==> src/rtl/pipeline_stall_controller.sv <==
// Hazard / multi-cycle sequencing controller for the five-stage pipeline.
// Decides per cycle whether PC, IF/ID, ID/EX advance, hold or take a bubble.
module pipeline_stall_controller #(
    parameter int MDU_MAX_CYCLES = 34,
    parameter int CNT_W          = 32
) (
    input  logic             clk,
    input  logic             reset,
    input  logic [4:0]       rs1_address_id_i,
    input  logic [4:0]       rs2_address_id_i,
    input  logic             rs1_used_id_i,
    input  logic             rs2_used_id_i,
    input  logic             branch_id_i,
    input  logic             reg_write_ex_i,
    input  logic             mem_to_reg_ex_i,
    input  logic [4:0]       rd_address_ex_i,
    input  logic             mem_to_reg_mem_i,
    input  logic [4:0]       rd_address_mem_i,
    input  logic             mdu_req_ex_i,
    input  logic             mdu_done_i,
    output logic             mdu_start_o,
    output logic             pc_en_o,
    output logic             if_id_en_o,
    output logic             id_ex_en_o,
    output logic             id_ex_flush_o,
    output logic             ex_mem_flush_o,
    output logic             mdu_timeout_o,
    output logic [CNT_W-1:0] stall_cycles_o
);
    localparam int BC_W = $clog2(MDU_MAX_CYCLES + 1);

    typedef enum logic {RUN, MDU_BUSY} state_e;

    state_e            state_q, state_d;
    logic [BC_W-1:0]   busy_cnt_q, busy_cnt_d;
    logic              timeout_q, timeout_d;
    logic [CNT_W-1:0]  stall_cnt_q, stall_cnt_d;

    logic match_ex, match_mem, hz_load, hz_branch, hz, busy_at_max;

    function automatic logic src_match(input logic used, input logic [4:0] rs,
                                       input logic [4:0] rd);
        return used && (rs == rd) && (rs != 5'd0);
    endfunction

    assign match_ex  = src_match(rs1_used_id_i, rs1_address_id_i, rd_address_ex_i) ||
                       src_match(rs2_used_id_i, rs2_address_id_i, rd_address_ex_i);
    assign match_mem = src_match(rs1_used_id_i, rs1_address_id_i, rd_address_mem_i) ||
                       src_match(rs2_used_id_i, rs2_address_id_i, rd_address_mem_i);

    assign hz_load     = mem_to_reg_ex_i && match_ex;
    assign hz_branch   = branch_id_i && ((reg_write_ex_i && match_ex) ||
                                         (mem_to_reg_mem_i && match_mem));
    assign hz          = hz_load || hz_branch;
    assign busy_at_max = (busy_cnt_q >= BC_W'(MDU_MAX_CYCLES));

    always_comb begin
        state_d        = state_q;
        busy_cnt_d     = busy_cnt_q;
        timeout_d      = timeout_q;
        mdu_start_o    = 1'b0;
        pc_en_o        = 1'b1;
        if_id_en_o     = 1'b1;
        id_ex_en_o     = 1'b1;
        id_ex_flush_o  = 1'b0;
        ex_mem_flush_o = 1'b0;
        case (state_q)
            RUN: begin
                if (mdu_req_ex_i) begin
                    mdu_start_o    = 1'b1;
                    pc_en_o        = 1'b0;
                    if_id_en_o     = 1'b0;
                    id_ex_en_o     = 1'b0;
                    ex_mem_flush_o = 1'b1;
                    state_d        = MDU_BUSY;
                    busy_cnt_d     = '0;
                end else if (hz) begin
                    pc_en_o       = 1'b0;
                    if_id_en_o    = 1'b0;
                    id_ex_flush_o = 1'b1;
                end
            end
            MDU_BUSY: begin
                if (mdu_done_i || busy_at_max) begin
                    // Release cycle: EX drains, ID still obeys the hazard rule.
                    state_d    = RUN;
                    busy_cnt_d = '0;
                    if (!mdu_done_i) timeout_d = 1'b1;
                    if (hz) begin
                        pc_en_o       = 1'b0;
                        if_id_en_o    = 1'b0;
                        id_ex_flush_o = 1'b1;
                    end
                end else begin
                    pc_en_o        = 1'b0;
                    if_id_en_o     = 1'b0;
                    id_ex_en_o     = 1'b0;
                    ex_mem_flush_o = 1'b1;
                    busy_cnt_d     = busy_cnt_q + 1'b1;
                end
            end
        endcase
        // Reset holds the whole pipeline frozen with bubbles loaded.
        if (!reset) begin
            mdu_start_o    = 1'b0;
            pc_en_o        = 1'b0;
            if_id_en_o     = 1'b0;
            id_ex_en_o     = 1'b0;
            id_ex_flush_o  = 1'b1;
            ex_mem_flush_o = 1'b1;
        end
    end

    always_comb begin
        stall_cnt_d = stall_cnt_q;
        if (!pc_en_o && (stall_cnt_q != '1)) stall_cnt_d = stall_cnt_q + 1'b1;
    end

    always_ff @(posedge clk or negedge reset) begin
        if (!reset) begin
            state_q     <= RUN;
            busy_cnt_q  <= '0;
            timeout_q   <= 1'b0;
            stall_cnt_q <= '0;
        end else begin
            state_q     <= state_d;
            busy_cnt_q  <= busy_cnt_d;
            timeout_q   <= timeout_d;
            stall_cnt_q <= stall_cnt_d;
        end
    end

    assign mdu_timeout_o  = timeout_q;
    assign stall_cycles_o = stall_cnt_q;
endmodule

==> config.mk <==
export PLATFORM = sky130hd
export DESIGN_NAME = pipeline_stall_controller
export DESIGN_NICKNAME = d
export VERILOG_FILES = /design/src/rtl/pipeline_stall_controller.sv
export SDC_FILE = /design/constraint.sdc
export NUM_CORES = 1
export LEC_CHECK = 0
export BUFFER_PORTS_ARGS = -buffer_cell sky130_fd_sc_hd__buf_2
export CORE_AREA = 2 2 72 67
export DETAILED_ROUTE_END_ITERATION = 10
export DIE_AREA = 0 0 74 69
export PLACE_DENSITY_LB_ADDON = 0.25
export SYNTH_ARGS = -nofsm -noshare
export SYNTH_HDL_FRONTEND = slang
export SYNTH_SLANG_ARGS = --single-unit
==> constraint.sdc <==
create_clock -name clk -period 6.3 [get_ports clk]
set_input_delay 0.945 -clock clk [delete_from_list [all_inputs] [get_ports clk]]
set_output_delay 0.945 -clock clk [all_outputs]
set_load 0.01 [all_outputs]
=== Yosys cells after proc, flatten, opt, wreduce, memory -nomap -nowiden ===
Index checks and enable logic that the tools add are counted.

* Reduce and logical (&&, ||, !) cells: 22
* Mux-type cells: 23
* Add/subtract/negate cells: 2
* $lt $le $gt $ge: 1
* Bitwise operators: 2
* Eq/ne operators: 6

{| class="wikitable"
|+ Operator list
! kind !! count
|-
| 32-bit by 1-bit adder with 32-bit output (second input constant) || 1
|-
| 32-bit != test (second input constant) || 1
|-
| 5-bit equality test || 4
|-
| 1-bit 2-to-1 mux || 16
|-
| 1-bit logical AND || 13
|-
| 6-bit 2-to-1 mux || 2
|-
| 6-bit one-hot mux with 2 select lines || 1
|-
| 5-bit nonzero test || 2
|-
| 1-bit one-hot mux with 2 select lines || 4
|-
| 6-bit by 1-bit adder with 6-bit output (second input constant) || 1
|-
| 6-bit >= comparator (second input constant) || 1
|-
| 1-bit logical OR || 5
|-
| 3-bit AND reduction || 1
|-
| 2-bit != test (second input constant) || 1
|-
| 1-bit inverter || 2
|-
| 1-bit zero test || 1
|}

* Output and inout port bits: 39
* Word-level logic and storage cells: 60
* Register bits: 40
* Input port bits: 30

=== Depth between registers and ports, before layout ===
* Word-level depth: 14
* Gate-level depth with buffers: 11
* Mapped depth without buffers: 10

=== Worst setup path before layout ===
No wires, ideal clock.

* Path kind: input to output
* From: input port rs1_address_id_i[0]
* To: output port pc_en_o
* Buffers on the path: 1
* Cell stages on the path: 5
* Setup slack: 3.165 ns
* Arrival: 2.190 ns
* Data required time: 5.355 ns
* Cell sequence: or4_1 o21ai_0 o22ai_2 nor2_4 buf_4

* Word-level cells in the longest chain between the ends: 12
* Elaborated cells between the ends (all ways): 20
* Those cells by class: eq/ne: 2; mux: 5; reduce/logical: 13

{| class="wikitable"
|+ RTL lines
! element !! line !! text
|-
| start, declared || 9 || <nowiki>input logic [4:0] rs1_address_id_i,</nowiki>
|-
| 5-bit equality test || 43 || <nowiki>return used && (rs == rd) && (rs != 5'd0);</nowiki>
|-
| 1-bit logical AND (2 in a row) || 43 ||
|-
| 1-bit logical OR, on equally long branches || 46, 48 ||
|-
| 1-bit logical AND, on equally long branches || 52, 53 ||
|-
| 1-bit logical OR || 52 || <nowiki>assign hz_branch = branch_id_i && ((reg_write_ex_i && match_ex) ||</nowiki>
|-
| 1-bit logical AND || 52 ||
|-
| 1-bit logical OR (*) || 54 || <nowiki>assign hz = hz_load || hz_branch;</nowiki>
|-
| 1-bit 2-to-1 mux (*) || n/a ||
|-
| 1-bit 2-to-1 mux, on equally long branches || n/a ||
|-
| 1-bit one-hot mux with 2 select lines (*) || n/a ||
|-
| 1-bit 2-to-1 mux (*) || n/a ||
|-
| end, declared || 22 || <nowiki>output logic pc_en_o,</nowiki>
|}

Every way passes the cells marked *; elsewhere a longest branch is shown, timed or not.

=== Worst setup path in the final report ===
* From: input port reset
* To: output port pc_en_o

* Word-level cells in the longest chain between the ends: 1

{| class="wikitable"
|+ RTL lines
! element !! line !! text
|-
| start, declared || 8 || <nowiki>input logic reset,</nowiki>
|-
| 1-bit 2-to-1 mux || 104 || <nowiki>if (!reset) begin</nowiki>
|}

Every way passes these cells.

==> results by group <==
Outcome
  – Outcome: finished, final reports clean

CTS
  – CTS root buf: clkbuf_8
  – Post-CTS setup buffers: 0
  – PostCTS Resize Cnt: 0
  – CTS clk-pin slew, worst paths: ~80 ps
  – Maximum clock path buffer count: 2
  – CTS tree: yes
  – CTS Sinks: 40
  – H-tree depth: 2
  – Clock Latency Late Sink: 290 ps
  – Post-CTS Hold Fix Bufs: 0
  – CTS buffer count: 5

Global route
  – Antenna violations before repair: 0
  – Tot GR Track Use: 0.211
  – Vias in the first global route: approximately 1800
  – Congestion Overflow GR: 0
  – Global-route wire length before repair: 8.38 mm
  – Largest net degree at the start of global routing: 43

Route
  – ANT nets after route: 0
  – Post-DR wirelength/cell: 13.1 um
  – # DRC: 0
  – Via Count: 1927
  – Final wirelength: 4.91 mm
  – Via/cell ratio: between 5 and 6
  – DR iter-0 viols: 70
  – Pre-Repair DR Iteration Count: 4

Floorplan
  – Initial core utilization: 0.542
  – Ports: 69
  – Die Width: ~74 um
  – Die ar.: 5110 um2
  – Site Rows: 23
  – Core ar.: 4350 um2
  – Die H: 69 um

Synthesis
  – Yosys warning total: 0
  – Syn nets: 274
  – Top cell type's share of synthesized area: 0.425
  – Flops & latches, synth: 40
  – Synth Flop Type: dfrtp_1
  – EDFF count, synth: 0
  – Mapped cell area: ~2400 um2
  – Largest area contributor in the netlist: dfrtp_1
  – Area contributors post-synth: dfrtp_1 42%, xor2_1 17%, nor2_1 4.0%
  – Async SR Flop Fraction: 1.00
  – Register area share after synthesis: 0.425
  – Synth Instances: 241
  – Mean Syn Cell Area: between 9 and 10 um2
  – Post-synth cell types: 43

Critical path
  – Critical Path Source Type: input pin
  – Slowest stage delay, CP: 680 ps
  – Critical path fanouts, max: 42
  – Worst endpoint required time: 5350 ps
  – Critical path class: in2out
  – Crit-path cells: buf_2 -> inv_1 -> nor2_4 -> clkinv_8 -> nor2_4 -> buf_2
  – Critical Path Slowest Stage Cell: buf_2
  – CP endpoint kind: output port
  – Crit path max-delay family: buffers and inverters
  – Worst path bufs/invs: 4
  – CP arrival: about 2600 ps

Timing
  – Worst Skew: approximately 6.3 ps
  – Final Slew Violations: 0
  – Rel. slew slack: 0.396
  – Unrepaired setup endpoints after global routing: false
  – Hold Slack: 476 ps
  – Maximum clock rate: 279 MHz
  – Min cycle time layout: 3580 ps
  – Fin crit share: 0.568
  – Slew @ Worst Pin: 906 ps
  – Setup violators final: 0
  – Final Hold Viols: 0
  – Setup TNS: 0 ps

Cells and area
  – Most used cells in the layout excluding fill and tap cells: 68 x buf_2, 46 x xor2_1, 40 x dfrtp_1
  – Share of layout cells above drive strength 1: 0.311
  – NumNets Final: 344
  – Ant. Diodes: 0
  – Post-route insts no fill: about 370
  – Commonest non-fill, non-tap cell in the layout: buf_2
  – Layout area overhead: 20.0%

Placed design
  – GPL Wtd Cong: 0.776
  – I/O Buffers: 68
  – Dpl cells: 366
  – Post-DP HPWL: 3.71 mm

Pwr
  – Power per cell area: 226 nW/um2
  – Max VDD drop: 178 uV
  – Pleak: 0.00137 uW
  – Design Power: 640 uW

Hold path
  – Hold crit path type: reg2reg

Job
  – Max-cap viol count: 0
-- where the power goes --
| group | internal [uW] | total (uW) | switching, uW | leakage [uW] |
|---|---|---|---|---|
| sequential | 285 | 318 | 32.9 | 0.000512 |
| combinational | 63.7 | 152 | 88.2 | 0.000810 |
| clock | 77.2 | 170 | 92.9 | 0.0000479 |
-- flip-flops by register name, summed over array words and instances (netlist names) --
name and flops:
state_q 1, stall_cycles_o 32, mdu_timeout_o 1, busy_cnt_q 6
-- worst register-to-register path, stage by stage, from the launching register on --
cell and delay [ps]:
dfrtp_1 400, ha_1 200, nand2_1 80, nor3_1 410, nand4_1 180, or2_1 310, o21ai_4 320, mux2_1 390
-- Yosys cell counts, types with 2 or more instances --
library cell / number
mux2_1: 2
buf_4: 2
nand2_1: 21
inv_1: 7
a21oi_1: 2
nor2_4: 2
nand4_1: 5
a22oi_1: 2
ha_1: 3
dfrtp_1: 40
xnor2_1: 4
nor3_2: 8
nand3_1: 17
nor2_1: 25
nor4_2: 3
xor2_1: 46
nor4_1: 7
o21ai_0: 8
nand2b_1: 3
or4_1: 3
nor3_1: 9
-- layout make-up --
cell class	instances	area [um2]
multi-input cells	188	1280
repair buffers	68	340
flip-flops and latches	40	1000
fillers	391	1520
inverters	8	42.5
clock inverters	3	18.8
well taps	62	77.6
clock buffers	5	68.8
-- path summary, 6_finish.rpt --
check / depth (start not counted) / slack, ps / to / from
max: 6 / 2720 / pc_en_o / reset
min: 1 / 480 / mdu_timeout_o / mdu_timeout_o
max reg2reg: 7 / 3900 / stall_cycles_o[1] / stall_cycles_o[0]
min reg2reg: 1 / 480 / mdu_timeout_o / mdu_timeout_o
max in group asynchronous: 1 / 4960 / stall_cycles_o[7] / reset
min in group asynchronous: 1 / 780 / stall_cycles_o[29] / reset
-- stage by stage --
stage                     instance area, um2  setup slack, ps   util
final                                   2830             2720  0.651
after global routing                    2830             2480  0.651
after CTS                               2830             2660  0.651
after detailed placement                2740             2660  0.631
after global placement                  2740             2680  0.631
after floorplan                         2360             3160      -
-- cells by family (layout without fill, tap and decap cells) --
logic type                 Yosys count  after routing  synth area share
adders and majority gates            3              3            0.0159
and+or+nand+nor                    112            112             0.270
DFF                                 40             40             0.425
muxes                                2              2           0.00955
xor gates and xnor gates            50             50             0.186
AOI/OAI and AO/OA                   21             21            0.0621
buffers and inverters               13             84            0.0324
-- routing by layer --
metal | vias up | share of wire | track usage
met1 | 904 | 0.48 | 0.282
met3 | 4 | 0.046 | 0.0541
met5 | - | 0 | 0
met2 | 52 | 0.47 | 0.332
met4 | 0 | 0.012 | 0.0667
li1 | 967 | - | -
Power figures use the tool's default switching activity.
